`src/rtl/wb_writer.sv`:
```
// wb_writer: write-back stage, writer side of the CPU register file.
//
// ALU results from the EX/MEM boundary are written to the register file one
// cycle after acceptance. Loads issue a word-aligned read to data memory, then
// align and extend the returned word (RV32I LB/LH/LW/LBU/LHU) and write it back.
// The stage stalls upstream (ex_ready=0) while a load is in flight.
//
// Ports:
//   clk, rst         clock, synchronous active-high reset
//   ex_valid/ready   upstream instruction handshake
//   ex_wreg, ex_wd   instruction writes rd / rd index
//   ex_wdata         ALU result, or effective address for loads
//   ex_load          instruction is a load
//   ex_funct3        load type
//   mem_req_*        data memory read request (valid/ready, word address)
//   mem_resp_*       data memory read response
//   we/waddr/wdata   register file write port
//   load_err         one-cycle pulse on a misaligned or illegal load
//   busy             load in flight
//
// State | meaning
// IDLE  | ready for a new instruction
// REQ   | read request presented, waiting for mem_req_ready
// WAIT  | request accepted, waiting for mem_resp_valid

module wb_writer #(
    parameter int XLEN   = 32,
    parameter int REG_AW = 5
) (
    input  logic              clk,
    input  logic              rst,
    input  logic              ex_valid,
    output logic              ex_ready,
    input  logic              ex_wreg,
    input  logic [REG_AW-1:0] ex_wd,
    input  logic [XLEN-1:0]   ex_wdata,
    input  logic              ex_load,
    input  logic [2:0]        ex_funct3,
    output logic              mem_req_valid,
    output logic [XLEN-1:0]   mem_req_addr,
    input  logic              mem_req_ready,
    input  logic              mem_resp_valid,
    input  logic [XLEN-1:0]   mem_resp_data,
    output logic              we,
    output logic [REG_AW-1:0] waddr,
    output logic [XLEN-1:0]   wdata,
    output logic              load_err,
    output logic              busy
);

    typedef enum logic [1:0] {
        S_IDLE = 2'd0,
        S_REQ  = 2'd1,
        S_WAIT = 2'd2
    } state_t;

    state_t r_state;
    state_t w_next;

    logic [REG_AW-1:0] r_rd;
    logic              r_wreg;
    logic [2:0]        r_funct3;
    logic [1:0]        r_off;

    logic              w_accept;
    logic              w_misalign;
    logic              w_illegal;
    logic              w_load_bad;
    logic [XLEN-1:0]   w_shift;
    logic [XLEN-1:0]   w_ext;

    assign ex_ready      = (r_state == S_IDLE);
    assign busy          = !ex_ready;
    assign mem_req_valid = (r_state == S_REQ);
    assign w_accept      = ex_valid & ex_ready;

    always_comb begin
        w_misalign = 1'b0;
        w_illegal  = 1'b0;
        case (ex_funct3)
            3'b000, 3'b100: w_misalign = 1'b0;
            3'b001, 3'b101: w_misalign = ex_wdata[0];
            3'b010:         w_misalign = (ex_wdata[1:0] != 2'b00);
            default:        w_illegal  = 1'b1;
        endcase
    end

    assign w_load_bad = w_misalign | w_illegal;

    // Bring the addressed byte/half down to bit 0, then extend by load type.
    assign w_shift = mem_resp_data >> {r_off, 3'b000};

    always_comb begin
        w_ext = w_shift;
        case (r_funct3)
            3'b000:  w_ext = {{(XLEN-8){w_shift[7]}}, w_shift[7:0]};
            3'b001:  w_ext = {{(XLEN-16){w_shift[15]}}, w_shift[15:0]};
            3'b100:  w_ext = {{(XLEN-8){1'b0}}, w_shift[7:0]};
            3'b101:  w_ext = {{(XLEN-16){1'b0}}, w_shift[15:0]};
            default: w_ext = w_shift;
        endcase
    end

    always_comb begin
        w_next = r_state;
        case (r_state)
            S_IDLE:  if (w_accept && ex_load && !w_load_bad) w_next = S_REQ;
            S_REQ:   if (mem_req_ready) w_next = S_WAIT;
            S_WAIT:  if (mem_resp_valid) w_next = S_IDLE;
            default: w_next = S_IDLE;
        endcase
    end

    always_ff @(posedge clk) begin
        if (rst) r_state <= S_IDLE;
        else     r_state <= w_next;
    end

    always_ff @(posedge clk) begin
        if (rst) begin
            we           <= 1'b0;
            waddr        <= '0;
            wdata        <= '0;
            load_err     <= 1'b0;
            mem_req_addr <= '0;
            r_rd         <= '0;
            r_wreg       <= 1'b0;
            r_funct3     <= 3'b000;
            r_off        <= 2'b00;
        end else begin
            we       <= 1'b0;
            load_err <= 1'b0;
            if (w_accept) begin
                if (!ex_load) begin
                    we    <= ex_wreg & (ex_wd != '0);
                    waddr <= ex_wd;
                    wdata <= ex_wdata;
                end else if (w_load_bad) begin
                    load_err <= 1'b1;
                end else begin
                    r_rd         <= ex_wd;
                    r_wreg       <= ex_wreg;
                    r_funct3     <= ex_funct3;
                    r_off        <= ex_wdata[1:0];
                    mem_req_addr <= {ex_wdata[XLEN-1:2], 2'b00};
                end
            end
            // Responses outside WAIT are stale or unsolicited and are dropped.
            if (r_state == S_WAIT && mem_resp_valid) begin
                we    <= r_wreg & (r_rd != '0);
                waddr <= r_rd;
                wdata <= w_ext;
            end
        end
    end

endmodule

```
`config.mk`:
```
export PLATFORM = sky130hd
export DESIGN_NAME = wb_writer
export DESIGN_NICKNAME = d
export VERILOG_FILES = /design/src/rtl/wb_writer.sv
export SDC_FILE = /design/constraint.sdc
export NUM_CORES = 1
export LEC_CHECK = 0
export BUFFER_PORTS_ARGS = -buffer_cell sky130_fd_sc_hd__buf_2
export CAP_MARGIN = 15
export CORE_UTILIZATION = 48
export DETAILED_ROUTE_END_ITERATION = 7
export PLACE_DENSITY = 0.79
export SYNTH_ARGS = -nofsm -noshare
export SYNTH_HDL_FRONTEND = slang
export SYNTH_SLANG_ARGS = --single-unit
```
`constraint.sdc`:
```
create_clock -name clk -period 3.04 [get_ports clk]
set_clock_uncertainty 0.2 [all_clocks]
set_input_delay 0.608 -clock clk [delete_from_list [all_inputs] [get_ports clk]]
set_output_delay 0.608 -clock clk [all_outputs]
set_load 0.02 [all_outputs]
```
==> results.toml <==
[floorplan]
initial_utilization = 0.499
dieArea_um2 = 8390
core-area_um2 = 7730
die_w_um = 91.6
io-pin-count = 153
rows = 32
die_height_um = 91.6

[drt]
wl_per_cell_um = 16.6
ant_nets = 0
remaining_drc_errors = 0
vias = 3611
via_per_inst = 5.65
routed_wl_mm = 10.6
first_pass_iters = 5
drtIter0Drc = 242

[global_routing]
grt_pass1_wl_mm = 16.9
gr-total-overflow = 0
grt_max_degree = 48
antenna_found_initial = 0
grt_pass1_vias = 3383
gr-usage-all-layers = 0.259

[synthesis]
synthTopCellsByArea = "dfxtp_1 43%, mux2i_1 14%, a211oi_1 6.2%, nor2_1 5.2%, mux2_2 4.4%"
synth_ff_type = "dfxtp_1"
yosysWarnings = 0
avgSynthCellArea_um2 = 9.68
syn_inst = 398
synth_top_cell_by_area = "dfxtp_1"
synth-async-reset-ratio = 0
yosysSeqAreaShare = 0.426
netlist_area_um2 = 3850
synth_cell_types = 39
synth_seq_cells = 82
synth_edf_count = 0
yosysTopAreaCellShare = 0.426

[power]
powerDensity_nw_per_um2 = 474
ir_worst_vdd_uv = 214
leakage_nw = 2.37

[timing]
min_period_ns = 2.39
hold_ws_ns = 0.264
worst_slew_pin_slew_ns = 1.04
grt_setup_unrepaired = "false"
slew_headroom = 0.304
max_freq_ghz = 0.418
finalCritPeriodShare = 0.787
setup_tns_ns = 0
slew_viol_final = 0
fin_ws_ns = 0.647
hold_violations = 0
setup_viol = 0

[cts]
cts_sinks = 82
htree_num_levels = 3
cts_hold_buf = 0
cts_resized = 0
clockBufferDepth = 2
cts_root_buf = "clkbuf_8"
cts_tree = "done"
cts_setup_buffers = 0
cts.clk_slew.worst_paths_ns = 0.10
cts-buffers-inserted = 9
clk_latency_ns = 0.35

[critical_path]
criticalPathCategory = "register to register"
end_kind = "register"
arrival_ns = 2.46
cp_max_fo = 21
required_ns = 3.11
start_kind = "register"

[cells_and_area]
antenna_cells = 0
synthToLayoutAreaGrowth_pct = 26.1
drive_gt1_frac = 0.380
fillers = 659
final_common_cell = "buf_2"
final_nets = 611
final_cell_mix = "150 x buf_2, 82 x dfxtp_1, 55 x mux2i_1, 53 x nor2_1, 32 x a211oi_1"

[worst_hold_path]
min_path_type = "register to register"

[placed_design]
gp_congestion = 0.855
place_hpwl_mm = 7.87
place_ws_ns = 0.474
place.port_buffers = 150

[outcome]
outcome = "finished clean"

[run]
cap_violations = 0
-- per-layer routing --
metal  track usage  part of all wire
met5             0                 0
met1         0.322              0.42
met3        0.0595             0.075
met2         0.436              0.48
met4        0.0913             0.020
-- path summary, 6_finish.rpt --
check	slack [ns]	endpoint	start	cells after the start
hold reg to reg	0.26	waddr[1]$_SDFFE_PP0P_	waddr[1]$_SDFFE_PP0P_	2
setup reg to reg	0.65	wdata[18]$_SDFFE_PP0P_	r_off[1]$_SDFFE_PP0P_	5
hold / removal	0.26	waddr[1]$_SDFFE_PP0P_	waddr[1]$_SDFFE_PP0P_	2
setup / recovery	0.65	wdata[18]$_SDFFE_PP0P_	r_off[1]$_SDFFE_PP0P_	5
-- cell usage after synthesis (all sizes together), types with 2 or more instances --
master,instances
dfxtp,82
mux2i,55
nor2,53
a211oi,42
a21oi,26
clkbuf,20
nor2b,18
buf,16
a22oi,15
mux2,15
nand2,8
a221oi,7
o22ai,7
o211ai,6
inv,3
mux4,2
nand2b,2
nand3b,2
nor3,2
nor4,2
or4,2
-- registers in the layout, indices dropped and copies added, names as in the netlist, 2 cells and up --
name / count
mem_req_addr: 30
r_rd: 5
wdata: 32
r_funct3: 3
waddr: 5
r_state: 2
r_off: 2
-- through the flow --
stage,total power (W),area (um^2),instances,util
2_1_floorplan,0.00143,3860,399,-
3_3_place_gp,0.00157,4680,623,0.605
3_5_place_dp,0.00158,4680,623,0.605
4_1_cts,0.00231,4860,639,0.629
5_1_grt,0.00240,4860,639,0.629
6_report,0.00230,4860,639,0.629
-- cell families (layout without fill, tap and decap cells) --
group / Yosys count / count (layout) / synth area share
compound gates: 107 / 107 / 0.205
buf+inv: 39 / 177 / 0.0468
flops: 82 / 82 / 0.426
mux: 72 / 72 / 0.199
other cells: 1 / 2 / 0.000973
simple gates: 97 / 97 / 0.122
-- report_power, final --
part	total, W	internal [W]	switching, W
combinational	0.000411	0.000169	0.000242
clock	0.000748	0.000310	0.000438
sequential	0.00115	0.00112	0.0000253
total	0.00230	0.00160	0.000706
-- area by class of cell --
type / instances / area [um^2] / area share
Clock buffer: 9 / 124 / 0.0255
Sequential cell: 82 / 1640 / 0.338
Tap cell: 102 / 128 / 0.0263
Multi-Input combinational cell: 278 / 2060 / 0.424
Inverter: 3 / 11.3 / 0.00232
Clock inverter: 7 / 58.8 / 0.0121
Timing Repair Buffer: 158 / 836 / 0.172
-- worst max-delay path, stage by stage, from the launching register on --
cell and delay (ns):
dfxtp_1 0.38, buf_4 0.32, mux2i_1 0.13, or3_1 0.31, a311o_1 0.64, a211oi_1 0.33
Power figures use the tool's default switching activity.
